`config.mk`:
```
export PLATFORM = sky130hd
export DESIGN_NAME = adc_pair_sampler_flat
export DESIGN_NICKNAME = d
export VERILOG_FILES = /design/src/rtl/adc_pair_sampler_pkg.sv /design/src/rtl/adc_pair_sampler_if.sv /design/src/rtl/adc_pair_sampler_gap_timer.sv /design/src/rtl/adc_pair_sampler.sv /design/src/flat_wrapper.sv
export SDC_FILE = /design/constraint.sdc
export NUM_CORES = 1
export LEC_CHECK = 0
export BUFFER_PORTS_ARGS = -buffer_cell sky130_fd_sc_hd__buf_4
export CAP_MARGIN = 20
export CORE_MARGIN = 4
export CORE_UTILIZATION = 53
export CTS_CLUSTER_SIZE = 10
export DETAILED_ROUTE_END_ITERATION = 10
export PLACE_DENSITY = 0.84
export SYNTH_ARGS = -nofsm -noshare
export SYNTH_HDL_FRONTEND = slang
export SYNTH_SLANG_ARGS = --single-unit
```
`constraint.sdc`:
```
create_clock -name clk -period 3.6 [get_ports clk]
set_input_delay 0.18 -clock clk [delete_from_list [all_inputs] [get_ports clk]]
set_output_delay 0.18 -clock clk [all_outputs]
set_load 0.03 [all_outputs]
```
`src/rtl/adc_pair_sampler_pkg.sv`:
```
// Shared types for the igniter V/I pair sampler.
//   ADC_W / CHAN_W : ADC result width and channel-number width
//   adc_sample_t   : raw ADC code, never reformatted along this path
//   adc_chan_t     : ADC channel number
//   pair_state_t   : pairing FSM states
//   sat_inc8       : saturating 8-bit increment used by the drop counter
package adc_pair_pkg;

  localparam int ADC_W  = 12;
  localparam int CHAN_W = 5;

  typedef logic [ADC_W-1:0]  adc_sample_t;
  typedef logic [CHAN_W-1:0] adc_chan_t;

  typedef enum logic [1:0] {
    S_EMPTY,
    S_HAVE_V,
    S_HAVE_I,
    S_READY
  } pair_state_t;

  function automatic logic [7:0] sat_inc8(input logic [7:0] value);
    return (value == 8'hFF) ? value : value + 8'd1;
  endfunction

endpackage

```
`src/rtl/adc_pair_sampler_if.sv`:
```
// Bus bundle between the ADC stream / control side and the pair sampler.
//   enable                        : sampling enable (low flushes the pair)
//   adc_valid, adc_chan, adc_data : ADC conversion stream
//   valid_out, v_out, i_out       : paired sample towards the resistance divider
//   drop_cnt, pair_err            : status
// master = the environment driving the ADC stream, slave = the sampler.
interface adc_pair_sampler_if;
  import adc_pair_pkg::*;

  logic        enable;
  logic        adc_valid;
  adc_chan_t   adc_chan;
  adc_sample_t adc_data;
  logic        valid_out;
  adc_sample_t v_out;
  adc_sample_t i_out;
  logic [7:0]  drop_cnt;
  logic        pair_err;

  modport master (
    output enable, adc_valid, adc_chan, adc_data,
    input  valid_out, v_out, i_out, drop_cnt, pair_err
  );

  modport slave (
    input  enable, adc_valid, adc_chan, adc_data,
    output valid_out, v_out, i_out, drop_cnt, pair_err
  );

endinterface

```
`src/rtl/adc_pair_sampler_gap_timer.sv`:
```
// pair_gap_timer: saturating down-counter.
//   clk, reset : clock, asynchronous active-high reset
//   load       : reload the counter with COUNT-1
//   done       : counter has reached zero (also true straight after reset)
// Loading on an event in cycle p makes done rise exactly COUNT edges later,
// so a decision taken on done can first take effect in cycle p+COUNT.
module pair_gap_timer #(
  parameter int COUNT = 16
) (
  input  logic clk,
  input  logic reset,
  input  logic load,
  output logic done
);

  localparam int W = (COUNT > 1) ? $clog2(COUNT) : 1;

  logic [W-1:0] cnt_reg;

  always_ff @(posedge clk or posedge reset) begin
    if (reset) begin
      cnt_reg <= '0;
    end else if (load) begin
      cnt_reg <= W'(COUNT - 1);
    end else if (cnt_reg != '0) begin
      cnt_reg <= cnt_reg - W'(1);
    end
  end

  assign done = (cnt_reg == '0);

endmodule

```
`src/rtl/adc_pair_sampler.sv`:
```
// adc_pair_sampler: captures one igniter-voltage and one igniter-current ADC
// sample, pairs them and issues the pair as a one-cycle valid_out pulse,
// never closer than MIN_GAP cycles to the previous pulse.
//   clk   : system clock
//   reset : asynchronous active-high reset
//   bus   : adc_pair_sampler_if.slave (enable, ADC stream in; pair + status out)
// Optional feature macro: ADC_PAIR_TIMEOUT_EN -- a partial pair older than
// TIMEOUT cycles is discarded and the sticky pair_err flag sets. Without the
// macro, partial pairs wait indefinitely and pair_err is tied low.
module adc_pair_sampler
  import adc_pair_pkg::*;
#(
  parameter adc_chan_t V_CHAN  = 5'd1,
  parameter adc_chan_t I_CHAN  = 5'd2,
  parameter int        MIN_GAP = 16,
  parameter int        TIMEOUT = 1023
) (
  input logic             clk,
  input logic             reset,
  adc_pair_sampler_if.slave bus
);

  // Illegal parameter sets elaborate nothing extra; this only keeps every
  // parameter referenced in every build.
  if ((V_CHAN == I_CHAN) || (MIN_GAP < 1) || (TIMEOUT < 1)) begin : g_illegal_params
  end

  pair_state_t state_reg, state_next;
  logic        sample_v, sample_i;
  logic        issue, drop, gap_ok, timeout_hit;
  logic [1:0]  hit, take;
  adc_sample_t hold_reg [2];
  adc_sample_t issue_v, issue_i;

  logic        valid_out_reg;
  adc_sample_t v_out_reg, i_out_reg;
  logic [7:0]  drop_cnt_reg;

  assign sample_v = bus.adc_valid && (bus.adc_chan == V_CHAN);
  assign sample_i = bus.adc_valid && (bus.adc_chan == I_CHAN);
  assign hit      = {sample_i, sample_v};

  // Reloaded on every issue; done means the divider can accept a new pair.
  pair_gap_timer #(.COUNT(MIN_GAP)) u_gap_timer (
    .clk   (clk),
    .reset (reset),
    .load  (issue),
    .done  (gap_ok)
  );

  always_ff @(posedge clk or posedge reset) begin
    if (reset) begin
      state_reg <= S_EMPTY;
    end else begin
      state_reg <= state_next;
    end
  end

  // When the partner arrives and the gap is already satisfied the pair is
  // issued on that same edge straight from the incoming data, giving the
  // one-cycle latency; S_READY is only used to wait out the gap.
  always_comb begin
    state_next = state_reg;
    issue      = 1'b0;
    drop       = 1'b0;
    issue_v    = hold_reg[0];
    issue_i    = hold_reg[1];
    if (!bus.enable) begin
      state_next = S_EMPTY;
    end else begin
      case (state_reg)
        S_EMPTY: begin
          if (sample_v) begin
            state_next = S_HAVE_V;
          end else if (sample_i) begin
            state_next = S_HAVE_I;
          end
        end
        S_HAVE_V: begin
          if (sample_i) begin
            issue_i = bus.adc_data;
            if (gap_ok) begin
              issue      = 1'b1;
              state_next = S_EMPTY;
            end else begin
              state_next = S_READY;
            end
          end else if (timeout_hit) begin
            state_next = S_EMPTY;
          end
        end
        S_HAVE_I: begin
          if (sample_v) begin
            issue_v = bus.adc_data;
            if (gap_ok) begin
              issue      = 1'b1;
              state_next = S_EMPTY;
            end else begin
              state_next = S_READY;
            end
          end else if (timeout_hit) begin
            state_next = S_EMPTY;
          end
        end
        S_READY: begin
          drop = sample_v || sample_i;
          if (gap_ok) begin
            issue      = 1'b1;
            state_next = S_EMPTY;
          end
        end
        default: state_next = S_EMPTY;
      endcase
    end
  end

  // Hold registers: index 0 = voltage, 1 = current. Writing whenever a
  // matching sample arrives outside S_READY gives newest-wins overwrites;
  // a write after a timeout is harmless because the FSM is then empty.
  for (genvar gi = 0; gi < 2; gi++) begin : g_hold
    assign take[gi] = bus.enable && hit[gi] && (state_reg != S_READY);

    always_ff @(posedge clk or posedge reset) begin
      if (reset) begin
        hold_reg[gi] <= '0;
      end else if (take[gi]) begin
        hold_reg[gi] <= bus.adc_data;
      end
    end
  end

  always_ff @(posedge clk or posedge reset) begin
    if (reset) begin
      valid_out_reg <= 1'b0;
      v_out_reg     <= '0;
      i_out_reg     <= '0;
      drop_cnt_reg  <= '0;
    end else begin
      valid_out_reg <= issue;
      if (issue) begin
        v_out_reg <= issue_v;
        i_out_reg <= issue_i;
      end
      if (drop) begin
        drop_cnt_reg <= sat_inc8(drop_cnt_reg);
      end
    end
  end

  assign bus.valid_out = valid_out_reg;
  assign bus.v_out     = v_out_reg;
  assign bus.i_out     = i_out_reg;
  assign bus.drop_cnt  = drop_cnt_reg;

`ifdef ADC_PAIR_TIMEOUT_EN
  logic to_load, to_fire, pair_err_reg;

  // Started only on entry from S_EMPTY, so overwrites do not extend the wait.
  assign to_load = bus.enable && (state_reg == S_EMPTY) && (sample_v || sample_i);

  pair_gap_timer #(.COUNT(TIMEOUT)) u_timeout_timer (
    .clk   (clk),
    .reset (reset),
    .load  (to_load),
    .done  (timeout_hit)
  );

  // A partner arriving on the expiry edge still completes the pair.
  assign to_fire = bus.enable && timeout_hit &&
                   (((state_reg == S_HAVE_V) && !sample_i) ||
                    ((state_reg == S_HAVE_I) && !sample_v));

  always_ff @(posedge clk or posedge reset) begin
    if (reset) begin
      pair_err_reg <= 1'b0;
    end else if (to_fire) begin
      pair_err_reg <= 1'b1;
    end
  end

  assign bus.pair_err = pair_err_reg;
`else
  assign timeout_hit  = 1'b0;
  assign bus.pair_err = 1'b0;
`endif

endmodule
```
`src/flat_wrapper.sv`:
```
// flat-port wrapper written by rule: the top's interface ports become plain ports
module adc_pair_sampler_flat import adc_pair_pkg::*;
#(
  parameter adc_chan_t V_CHAN  = 5'd1,
  parameter adc_chan_t I_CHAN  = 5'd2,
  parameter int        MIN_GAP = 16,
  parameter int        TIMEOUT = 1023
)
  (clk, reset, bus_enable, bus_adc_valid, bus_adc_chan, bus_adc_data, bus_valid_out, bus_v_out, bus_i_out, bus_drop_cnt, bus_pair_err);
  adc_pair_sampler_if bus_i ();
  input logic clk;
  input logic reset;
  input wire logic [$bits(bus_i.enable)-1:0] bus_enable;
  input wire logic [$bits(bus_i.adc_valid)-1:0] bus_adc_valid;
  input wire logic [$bits(bus_i.adc_chan)-1:0] bus_adc_chan;
  input wire logic [$bits(bus_i.adc_data)-1:0] bus_adc_data;
  output wire logic [$bits(bus_i.valid_out)-1:0] bus_valid_out;
  output wire logic [$bits(bus_i.v_out)-1:0] bus_v_out;
  output wire logic [$bits(bus_i.i_out)-1:0] bus_i_out;
  output wire logic [$bits(bus_i.drop_cnt)-1:0] bus_drop_cnt;
  output wire logic [$bits(bus_i.pair_err)-1:0] bus_pair_err;
  assign bus_i.enable = bus_enable;
  assign bus_i.adc_valid = bus_adc_valid;
  assign bus_i.adc_chan = bus_adc_chan;
  assign bus_i.adc_data = bus_adc_data;
  assign bus_valid_out = bus_i.valid_out;
  assign bus_v_out = bus_i.v_out;
  assign bus_i_out = bus_i.i_out;
  assign bus_drop_cnt = bus_i.drop_cnt;
  assign bus_pair_err = bus_i.pair_err;
  adc_pair_sampler #(.V_CHAN(V_CHAN), .I_CHAN(I_CHAN), .MIN_GAP(MIN_GAP), .TIMEOUT(TIMEOUT)) u_core (.clk(clk), .reset(reset), .bus(bus_i));
endmodule
```
## Yosys cells after proc, flatten, opt, wreduce, memory -nomap -nowiden

Cells that the tools add are included.

- Mux-type cells: 23
- Bitwise gates (word level): 1
- Eq/ne operators: 11
- Add/subtract/negate cells: 2
- Reduce and logical (&&, ||, !) cells: 13

Operator list:

| cell | number |
|---|---|
| $mux W12 | 6 |
| $mux W2 | 7 |
| $ne A3 B2 Y1 const B | 3 |
| $add A8 B1 Y8 const B | 1 |
| $eq A8 B8 Y1 const B | 1 |
| $mux W4 | 2 |
| $pmux W2 S4 | 1 |
| $logic_and A1 B1 Y1 | 6 |
| $mux W1 | 6 |
| $eq A5 B1 Y1 const B | 1 |
| $eq A5 B2 Y1 const B | 1 |
| $eq A2 B2 Y1 const B | 2 |
| $logic_not A4 Y1 | 1 |
| $ne A4 B2 Y1 const B | 1 |
| $reduce_and A4 Y1 | 1 |
| $reduce_bool A4 Y1 | 1 |
| $sub A4 B1 Y4 const B | 1 |
| $pmux W1 S3 | 1 |
| $eq A2 B1 Y1 const B | 1 |
| $logic_not A2 Y1 | 1 |
| $ne A2 B2 Y1 const B | 1 |
| $reduce_and A2 Y1 | 1 |
| $reduce_bool A2 Y1 | 1 |
| $logic_or A1 B1 Y1 | 1 |
| $not A1 Y1 | 1 |

- Register bits: 63
- Output and inout bits: 34
- Input port bits: 21

## Logic depth before layout (Yosys ltp)

Gate-level depths: netlist (run 1).

- Depth after elaboration: 6
- Depth in mapped cells: 8
- Depth with buffers taken out: 7

## Hierarchy

From an unflattened synthesis (run 1), not the netlist that was laid out.

- Cell total of the unflattened synthesis: 226
- Area total of the unflattened synthesis: 3,113.0 µm²

By module, submodules not included:

| module | times used | area each (µm²) | cells each |
|---|---|---|---|
| adc_pair_sampler | 1 | 2,889.0 | 204 |
| pair_gap_timer | 1 | 224.0 | 22 |

## Least setup slack after synthesis (run 1)

Ideal clock, no wire load.

- Kind: reg-to-reg
- Start point: register u_core.u_gap_timer.cnt_reg[0]
- End point: register u_core.i_out_reg[11] (netlist: u_core.bus.i_out[11])
- Setup time: 0.077 ns
- Stages on the path, launching flop included: 9
- Path slack: 1.570 ns
- Arrival: 1.953 ns
- Path through: dfrtp_1 inv_1 ha_1 or3b_1 clkbuf_1 a2111oi_4 buf_2 nor2_1 a21oi_1

- Cells in the longest elaborated chain, start to end: 5

RTL lines:

| what | line | text |
|---|---|---|
| from (decl) | adc_pair_sampler_gap_timer.sv:18 | `logic [W-1:0] cnt_reg;` |
| from (signal assigned) | adc_pair_sampler_gap_timer.sv:24 | `cnt_reg <= W'(COUNT - 1);` |
| from (signal assigned) | adc_pair_sampler_gap_timer.sv:26 | `cnt_reg <= cnt_reg - W'(1);` |
| $logic_not A4 Y1 (*) | adc_pair_sampler_gap_timer.sv:30 | `assign done = (cnt_reg == '0);` |
| $mux W1 (*) | adc_pair_sampler.sv:82, adc_pair_sampler.sv:95, adc_pair_sampler.sv:107 |  |
| $mux W1 (on tied branches) | adc_pair_sampler.sv:93, adc_pair_sampler.sv:80 |  |
| $pmux W1 S3 (*) | adc_pair_sampler.sv:71 | `case (state_reg)` |
| $mux W1 (*) | adc_pair_sampler.sv:68 | `if (!bus.enable) begin` |
| to (signal assigned) | adc_pair_sampler.sv:142 | `i_out_reg <= issue_i;` |
| to (decl) | adc_pair_sampler.sv:36 | `adc_sample_t v_out_reg, i_out_reg;` |

Mark *: on every way between the ends. The rest lies on a longest branch, timed or not.
A chain may end at the register's enable or synchronous reset.

## Final worst setup path (run 1)

- Start point: register u_core.u_gap_timer.cnt_reg[0]
- End point: register u_core.u_gap_timer.cnt_reg[2]

- Cells in the longest elaborated chain, start to end: 6

RTL lines:

| what | line |
|---|---|
| $logic_not A4 Y1 | adc_pair_sampler_gap_timer.sv:30 |
| $mux W1 | adc_pair_sampler.sv:82, adc_pair_sampler.sv:95, adc_pair_sampler.sv:107 |
| $mux W1 (on tied branches) | adc_pair_sampler.sv:93, adc_pair_sampler.sv:80 |
| $pmux W1 S3 | adc_pair_sampler.sv:71 |
| $mux W1 | adc_pair_sampler.sv:68 |
| $mux W4 or $reduce_bool A2 Y1 (tied branches) | - |

Several ways; a longest one is shown, not always the timed one. The select of a mux whose other input is x is not followed.

==> results of run 1 <==
layout make-up:
class | count | area, µm²
Inverter | 7 | 26.3
Sequential cell | 63 | 1580
Clock inverter | 6 | 83.8
Tap cell | 70 | 87.6
Clock buffer | 10 | 138
Timing Repair Buffer | 56 | 423
Multi-Input combinational cell | 164 | 1240
Fill cell | 373 | 1630
synth_stat cells (all sizes together), types with 2 or more instances:
| library cell | instances | area [µm²] |
|---|---|---|
| ha | 7 | 87.6 |
| and3 | 3 | 18.8 |
| dfrtp | 63 | 1580 |
| nor2b | 2 | 12.5 |
| mux2i | 25 | 250 |
| and2 | 2 | 12.5 |
| xor2 | 4 | 35.0 |
| inv | 7 | 26.3 |
| nand2 | 9 | 33.8 |
| nor4b | 2 | 32.5 |
| nor3b | 2 | 15.0 |
| clkbuf | 6 | 26.3 |
| mux2 | 27 | 304 |
| nor2 | 28 | 105 |
| o21ai | 2 | 10.0 |
| nor3 | 2 | 10.0 |
| a21oi | 27 | 135 |
| nand3 | 5 | 25.0 |
| nand2b | 2 | 12.5 |
| buf | 7 | 45.0 |
| xnor2 | 4 | 35.0 |
power groups by stage:
stage / Clock (mW) / Combinational, mW / Sequential (mW)
after floorplan: 0 / 0.355 / 1.24
after global placement: 0 / 0.845 / 1.02
after detailed placement: 0 / 0.871 / 1.04
after CTS: 0.682 / 0.879 / 1.03
after global routing: 0.724 / 0.956 / 1.05
final: 0.675 / 0.872 / 1.02
what timing repair did:
item                                   CTS  global route
setup endpoints to repair                0             0
hold buffers                             1             0
endpoints found under the hold margin   27             0
worst max path at each step:
stage                                     to  slack, ns  cells after the start
6_report       u_core.u_gap_timer.cnt_reg[2]       1.26                      7
5_1_grt        u_core.u_gap_timer.cnt_reg[2]       1.06                      7
4_1_cts        u_core.u_gap_timer.cnt_reg[2]       1.23                      7
3_5_place_dp   u_core.u_gap_timer.cnt_reg[2]       1.26                      7
3_3_place_gp   u_core.u_gap_timer.cnt_reg[2]       1.39                      7
2_1_floorplan           u_core.bus.i_out[11]       1.57                      8
routing by layer:
layer	vias to the layer above	global-route usage	share of wire
met5	-	0	0
met4	0	0.105	0.024
met3	13	0.0380	0.043
met2	50	0.296	0.50
met1	953	0.242	0.43
li1	966	-	-
cell families (layout without fill, tap and decap cells):
kind of cell	count (synthesis)	after routing	share of synthesized area
DFF	63	63	0.541
and+or+nand+nor	61	61	0.106
muxes	52	52	0.190
AOI/OAI and AO/OA	35	35	0.0735
buffers and inverters	20	79	0.0335
xor gates and xnor gates	8	8	0.0241
adders and majority gates	7	7	0.0301
other	1	1	0.00129
worst max-delay path: cells and delay by family (launching register included):
kind	cells	cell delay (ns)
adder cells (fa/ha/maj)	1	0.20
flip-flops	1	0.40
buffers and inverters	2	0.53
AO/OA/AOI/OAI	2	0.48
AND/OR/NAND/NOR	1	0.49
multiplexers	1	0.16
through the flow:
step	hold WS [ns]	cells
after floorplan	0.330	247
after global placement	0.272	359
after detailed placement	0.278	359
after CTS	0.0952	376
after global routing	0.0930	376
final	0.105	376
==> flow_summary.toml, run 1 <==
[placed_design]
detailed_place_hpwl_um = 3860
port_buffers = 53
dpl_cell_area_um2 = 3340
place.gp.congestion = 0.740
post-place-ws_ns = 1.26

[routing]
final_antenna_net_count = 0
via_per_inst = 5.27
route.detailed.drc = 0
drt-wirelength-per-cell_um = 14.9
drt_pass1_iterations = 4
drt-initial-drc-count = 133
vias = 1982
wl_um = 5610

[clock_tree]
clockRootBuffer = "clkbuf_8"
ctsResizeCount = 0
cts_htree_levels = 3
cts_setup_buffers = 0
cts.sinks = 63
clkTransAtPathRegs_ns = 0.08
worstSkewPairLatency_ns = 0.33
cts_buffer_depth = 2
cts_buffers = 9
cts_tree = "built"

[global_routing]
grt_pass1_vias = 2004
grt_max_degree = 54
track_usage = 0.187
gr-total-overflow = 0
grt_pass1_wl_um = 9350
antenna_found_initial = 0

[die]
initial_utilization = 0.559
die_h_um = 82.1
die_w_um = 82.1
dieArea_um2 = 6740
io-pin-count = 55
rows = 26
coreArea_um2 = 5200

[synthesis]
synth_ff_type = "dfrtp_1"
synthCells = 247
syn_area_per_cell_um2 = 11.8
ys_types = 35
ys_ff_latch = 63
synth_warnings = 0
syn_nets = 275
synth_edf_count = 0
synth_area_um2 = 2910
ys_async_sr_fraction = 1.00
ys_seq_area_frac = 0.541

[timing]
setup_viol_count_final = 0
period_share = 0.650
slew_violations = 0
rsz0062_at_grt = "no"
clock.fmax_mhz = 427
maxSlewHeadroom = 0.463
fin_crit_ns = 2.34
fin_tns_setup_ns = 0
finalHoldViolCount = 0
skew_ns = 0.0103
worst_pin_slew_ns = 0.806
finalWorstSetupSlack_ns = 1.26

[power_and_ir_drop]
seq_power_share = 0.398
p_switching_mw = 0.904
power.internal_mw = 1.67
swShare = 0.352
p_per_area_nw_per_um2 = 720
cellLeakagePower_nw = 1.71
ir_drop_v = 0.000493
finalPower_mw = 2.57
clkPwrFrac = 0.263
p_comb_frac = 0.339

[worst_setup_path]
cp-startpoint = "u_core.u_gap_timer.cnt_reg[0]"
slowest_delay_ns = 0.49
cp_cell_sequence = "inv_1, ha_1, or3b_1, a2111oi_4, buf_4, o21ai_0, mux2i_1"
start_kind = "flop"
cp.required_ns = 3.85
crit_arrival_ns = 2.59
slowest_stage = "or3b_1"
r2r-end = "u_core.u_gap_timer.cnt_reg[2]"
reg2reg_depth = 7
worstPathMaxFanout = 53
end_kind = "flop"
rrSetupSlack_ns = 1.26
r2r-start = "u_core.u_gap_timer.cnt_reg[0]"
crit_type = "reg -> reg"

[cells_and_area]
n_antenna_cell = 0
layout-drive-gt1-share = 0.330
largest_reg_flops = 24
final_common_cell = "dfrtp_1"
finalInstanceArea_um2 = 3570
syn_to_final_growth_pct = 22.7
nNetsFinal = 329
layout_common_cells = "dfrtp_1 (63), buf_4 (55), nor2_1 (28)"
fin_util = 0.686

[worst_hold_path]
hold_class = "in -> reg"
hold-path-cell-count = 2
hold_start = "bus_adc_data[1]"
min_to = "u_core.hold_reg[13]"

[job]
drv_cap = 0

[outcome]
status = "completed"
No activity file was read; power rests on OpenSTA's default activity.
==> run 2: changes to the inputs <==
Settings changed: ABC_AREA set to 1, PLACE_DENSITY 0.84 to 0.83.
Clock period 3.6 ns to 2.3 ns, I/O delays scaled along.
==> run 2 against run 1 <==
Compared with the run above:
- synthesized cell count grew 68%
- sequential power grew 49%
- cell area grew 9.6%
- via count grew 42%
- critical path type unchanged
- critical endpoint is now u_core.bus.i_out[2]
==> flow_summary.toml, run 2 <==
[power_and_ir_drop]
cellLeakagePower_nw = 2.20
finalPower_mw = 3.93
p_per_area_nw_per_um2 = 1000
ir_drop_v = 0.000564

[cells_and_area]
syn_to_final_growth_pct = 21.8
nNetsFinal = 498
num-fill-cells = 496
layout-drive-gt1-share = 0.179
finalInstanceArea_um2 = 3920
layout_common_cells = "nand2_1 (174), dfrtp_1 (63), buf_4 (59)"
final_common_cell = "nand2_1"
n_antenna_cell = 0
largest_reg_flops = 24

[worst_setup_path]
r2r-start = "u_core.u_gap_timer.cnt_reg[0]"
cp.required_ns = 2.52
crit_arrival_ns = 2.14
rrSetupSlack_ns = 0.38
r2r-end = "u_core.bus.i_out[2]"
end_kind = "flop"
crit_type = "reg -> reg"
cp-startpoint = "u_core.u_gap_timer.cnt_reg[0]"
worstPathMaxFanout = 29
reg2reg_depth = 9
endpoint = "u_core.bus.i_out[2]"
start_kind = "flop"

[placed_design]
post-place-ws_ns = 0.397
dpl_cell_area_um2 = 3680
port_buffers = 53
place.gp.congestion = 0.834
detailed_place_hpwl_um = 5400

[timing]
maxSlewHeadroom = 0.549
skew_ns = 0.00753
clock.fmax_mhz = 520
hold_ws_ns = 0.0849
fin_tns_setup_ns = 0
setup_viol_count_final = 0
rsz0062_at_grt = "no"
fin_crit_ns = 1.92
finalHoldViolCount = 0
slew_violations = 0
worst_pin_slew_ns = 0.675
finalWorstSetupSlack_ns = 0.376
period_share = 0.837

[routing]
route.detailed.drc = 0
drt_pass1_iterations = 5
wl_um = 7570
via_per_inst = 5.13
vias = 2823
drt-initial-drc-count = 166
final_antenna_net_count = 0
drt-wirelength-per-cell_um = 13.8

[clock_tree]
cts_tree = "built"
cts_setup_buffers = 0
cts_htree_levels = 3
cts.sinks = 63
cts_buffers = 9
hold_buffers = 1
cts_buffer_depth = 2
clockRootBuffer = "clkbuf_8"
worstSkewPairLatency_ns = 0.34
ctsResizeCount = 0
clkTransAtPathRegs_ns = 0.07

[synthesis]
synth_top_area_frac = 0.490
ys_seq_area_frac = 0.490
synthTopCellsByArea = "dfrtp_1 (49%), nand2_1 (20%), o21ai_0 (6.8%), inv_1 (5.1%), nand3_1 (3.1%)"
synth_ff_type = "dfrtp_1"
ys_async_sr_fraction = 1.00
syn_area_per_cell_um2 = 7.75
synth_area_um2 = 3220
syn_nets = 443
synthCells = 415
ys_ff_latch = 63
synth_warnings = 0
synth_edf_count = 0
yosysMostFrequentCell = "nand2_1"
yosysTopAreaCell = "dfrtp_1"
synth_common_cells = "nand2_1 (174), dfrtp_1 (63), inv_1 (44), o21ai_0 (44), nand3_1 (20)"
ys_types = 26

[global_routing]
grt_max_degree = 34
antenna_found_initial = 0
grt_pass1_vias = 2700
grt_pass1_wl_um = 12900
gr-total-overflow = 0
track_usage = 0.222

[outcome]
status = "completed"

[die]
dieArea_um2 = 7380
rows = 28
die_w_um = 85.9
initial_utilization = 0.543
die_h_um = 85.9
io-pin-count = 55
coreArea_um2 = 5920

[job]
drv_cap = 0

[worst_hold_path]
hold_class = "in -> reg"
[run 2: changes by cell type after synthesis, sizes merged, moves of 18 or more]
cell / previous run / this run
nor2: 28 / 10
o21ai: 2 / 44
mux2: 27 / 0
inv: 7 / 46
mux2i: 25 / 0
nand2: 9 / 176
a21oi: 27 / 3
[run 2: how the worst min path moves through the flow]
stage | cells after the start | slack (ns) | endpoint | start
floorplan | 2 | 0.30 | u_core.hold_reg[0] | bus_adc_data[0]
global placement | 2 | 0.25 | u_core.bus.i_out[1] | reset
detailed placement | 2 | 0.25 | u_core.bus.i_out[6] | reset
CTS | 3 | 0.09 | u_core.hold_reg[5] | bus_adc_data[5]
global route | 3 | 0.09 | u_core.hold_reg[6] | bus_adc_data[6]
finish | 3 | 0.08 | u_core.hold_reg[5] | bus_adc_data[5]
[run 2: through the flow]
step	cells	util
after floorplan	415	-
after global placement	533	0.622
after detailed placement	533	0.622
after CTS	550	0.661
after global routing	550	0.661
final	550	0.661
[run 2: metal layers]
layer | up-vias | wire length (µm) | track usage
met1 | 1304 | 3410 | 0.313
met2 | 108 | 3590 | 0.350
met5 | - | 0 | 0
met3 | 10 | 485 | 0.0355
li1 | 1401 | - | -
met4 | 0 | 86 | 0.0763
[run 2: kinds of logic (layout without fill, tap and decap cells)]
| logic type | after synthesis | after routing | share of synthesized area |
|---|---|---|---|
| XOR/XNOR | 9 | 9 | 0.0245 |
| other | 1 | 1 | 0.00117 |
| buffers and inverters | 63 | 123 | 0.0821 |
| adder cells (fa/ha/maj) | 7 | 7 | 0.0272 |
| flip-flops | 63 | 63 | 0.490 |
| AO/OA/AOI/OAI | 48 | 48 | 0.0782 |
| AND/OR/NAND/NOR | 224 | 224 | 0.297 |
[run 2: power breakdown]
group | leakage [nW] | switching (mW) | internal (mW)
sequential | 0.830 | 0.162 | 1.36
combinational | 1.26 | 0.834 | 0.480
clock | 0.114 | 0.427 | 0.669
[run 2: final cells by class]
cell class	instances	area, µm²	share of cell area
tap	75	93.8	0.0240
clock buffer	13	159	0.0406
timing repair buffer	61	473	0.121
clock inverter	3	65.1	0.0166
sequential	63	1580	0.403
inverter	46	173	0.0441
multi-input combinational	289	1380	0.351
[run 2: worst max-delay path: stages, from the launching register on]
cell	delay (ns)
dfrtp_1	0.38
inv_1	0.11
ha_1	0.20
nand2_1	0.10
nor2_4	0.17
inv_2	0.08
nor3_4	0.15
nand2_2	0.34
nand2_1	0.20
nand2_1	0.08
==> run 3: changes to the inputs <==
Clock period 2.3 ns to 1.8 ns, I/O delays scaled along.
==> run 3 against run 2 <==
Compared with the run above:
- maximum frequency is 12% higher
- sequential share of layout area shrank 0.28 points
- clock-buffer cell count is the same
- flip-flop and latch count unchanged
- largest cell class unchanged
- highest routed layer unchanged
==> flow_summary.toml, run 3 (synthesis gave the netlist of run 2 again) <==
[power_and_ir_drop]
p_switching_mw = 1.84
p_per_area_nw_per_um2 = 1210
power.internal_mw = 2.94
finalPower_mw = 4.78
cellLeakagePower_nw = 2.22
seq_power_share = 0.406
swShare = 0.385
ir_drop_v = 0.000566
clkPwrFrac = 0.232
p_comb_frac = 0.362

[die]
dieArea_um2 = 7380
initial_utilization = 0.543
rows = 28
die_h_um = 85.9
coreArea_um2 = 5920
die_w_um = 85.9
io-pin-count = 55

[routing]
drt-initial-drc-count = 229
wl_um = 7420
drt-wirelength-per-cell_um = 13.4
via_per_inst = 5.00
final_antenna_net_count = 0
vias = 2781
drt_pass1_iterations = 5
route.detailed.drc = 0

[clock_tree]
cts_tree = "built"
clockRootBuffer = "clkbuf_8"
worstSkewPairLatency_ns = 0.33
cts_htree_levels = 3
clkTransAtPathRegs_ns = 0.07
cts_buffer_depth = 2
cts.sinks = 63
cts_buffers = 9

[cells_and_area]
final_common_cell = "nand2_1"
layout_common_cells = "nand2_1 (173), dfrtp_1 (63), buf_4 (62)"
largest_reg_flops = 24
n_antenna_cell = 0
layout-drive-gt1-share = 0.193
syn_to_final_growth_pct = 22.6
nNetsFinal = 504

[worst_setup_path]
r2r-end = "u_core.bus.i_out[0]"
cp.required_ns = 2.02
start_kind = "flop"
end_kind = "flop"
critPathTopFamily = "simple AND/OR/NAND/NOR gates"
crit_arrival_ns = 1.93
rrSetupSlack_ns = 0.09
reg2reg_depth = 10
cp_cell_sequence = "inv_1, ha_2, nand2_1, nor2_4, inv_2, nor3_4, buf_6, nand2_4, nand2_1, nand2_1"
path_depth = 10
slowest_stage = "dfrtp_1"
slowest_delay_ns = 0.39
endpoint = "u_core.bus.i_out[0]"
timing.critical_path.mode_cell = "nand2_1"
worstPathMaxFanout = 14
crit_buf_inv = 3
r2r-start = "u_core.u_gap_timer.cnt_reg[0]"
cp-startpoint = "u_core.u_gap_timer.cnt_reg[0]"
crit_type = "reg -> reg"

[placed_design]
place.gp.congestion = 0.835
port_buffers = 53
detailed_place_hpwl_um = 5200
post-place-ws_ns = -0.0860

[timing]
finalHoldViolCount = 0
fin_crit_ns = 1.71
period_share = 0.951
clock.fmax_mhz = 584
skew_ns = 0.00852
slew_violations = 0
setup_viol_count_final = 0
rsz0062_at_grt = "no"
finalWorstSetupSlack_ns = 0.0879

[worst_hold_path]
hold_class = "in -> reg"
hold-path-cell-count = 3

[global_routing]
gr-total-overflow = 0
grt_max_degree = 64
grt_pass1_wl_um = 12300
track_usage = 0.212
antenna_found_initial = 0
grt_pass1_vias = 2677

[job]
drv_cap = 0

[outcome]
status = "completed"
-- run 3: cell count changes in the layout (fill, tap and decap cells not counted), sizes merged --
cell,before,now
buf,60,65
bufinv,2,0
clkinv,1,2
clkinvlp,0,1
nand2,176,177
-- run 3: final cells by class --
class | count | area (µm²)
inverter | 46 | 173
sequential | 63 | 1580
tap | 75 | 93.8
clock buffer | 13 | 159
multi-input combinational | 290 | 1410
clock inverter | 3 | 17.5
timing repair buffer | 66 | 518
fill | 469 | 1980
-- run 3: worst min path at each step --
stage                    start                   to
6_report       bus_adc_data[9]  u_core.hold_reg[21]
4_1_cts        bus_adc_data[9]  u_core.hold_reg[21]
3_3_place_gp             reset  u_core.bus.v_out[2]
2_1_floorplan  bus_adc_data[0]   u_core.hold_reg[0]
5_1_grt        bus_adc_data[9]  u_core.hold_reg[21]
3_5_place_dp             reset  u_core.bus.i_out[8]
-- run 3: worst register-to-register path: stages, from the launching register on --
cell     delay [ns]
dfrtp_1        0.39
inv_1          0.11
ha_2           0.20
nand2_1        0.09
nor2_4         0.13
inv_2          0.07
nor3_4         0.20
buf_6          0.16
nand2_4        0.12
nand2_1        0.10
nand2_1        0.05
-- run 3: what timing repair did --
action	4_1_cts	5_1_grt
hold buffers	1	0
cloned	0	1
setup buffers	0	2
pin swaps	0	3
gates resized for setup	1	5
endpoints found under the hold margin	63	0
setup endpoints to repair	25	25
-- run 3: routing by layer --
layer  vias up  global-route usage  part of all wire
li1       1410                   -                 -
met1      1255               0.302              0.47
met2       104               0.312              0.45
met3        12              0.0423             0.063
met4         0              0.0993             0.016
met5         -                   0                 0
-- run 3: power by group through the flow --
stage	Clock (mW)	Combinational (mW)	Sequential, mW
after floorplan	0	0.813	2.25
after global placement	0	1.61	1.95
after detailed placement	0	1.67	1.96
after CTS	1.11	1.69	1.94
after global routing	1.17	1.92	1.97
final	1.11	1.73	1.94
-- run 3: stage by stage --
stage,cell area [µm²],hold slack [ns],setup TNS (ns),util,cells
global placement,3700,0.189,0,0.626,536
floorplan,3220,0.271,0,-,415
CTS,3890,0.0653,0,0.658,553
finish,3940,0.0688,0,0.666,556
detailed placement,3700,0.191,-0.903,0.626,536
global route,3940,0.0663,0,0.666,556
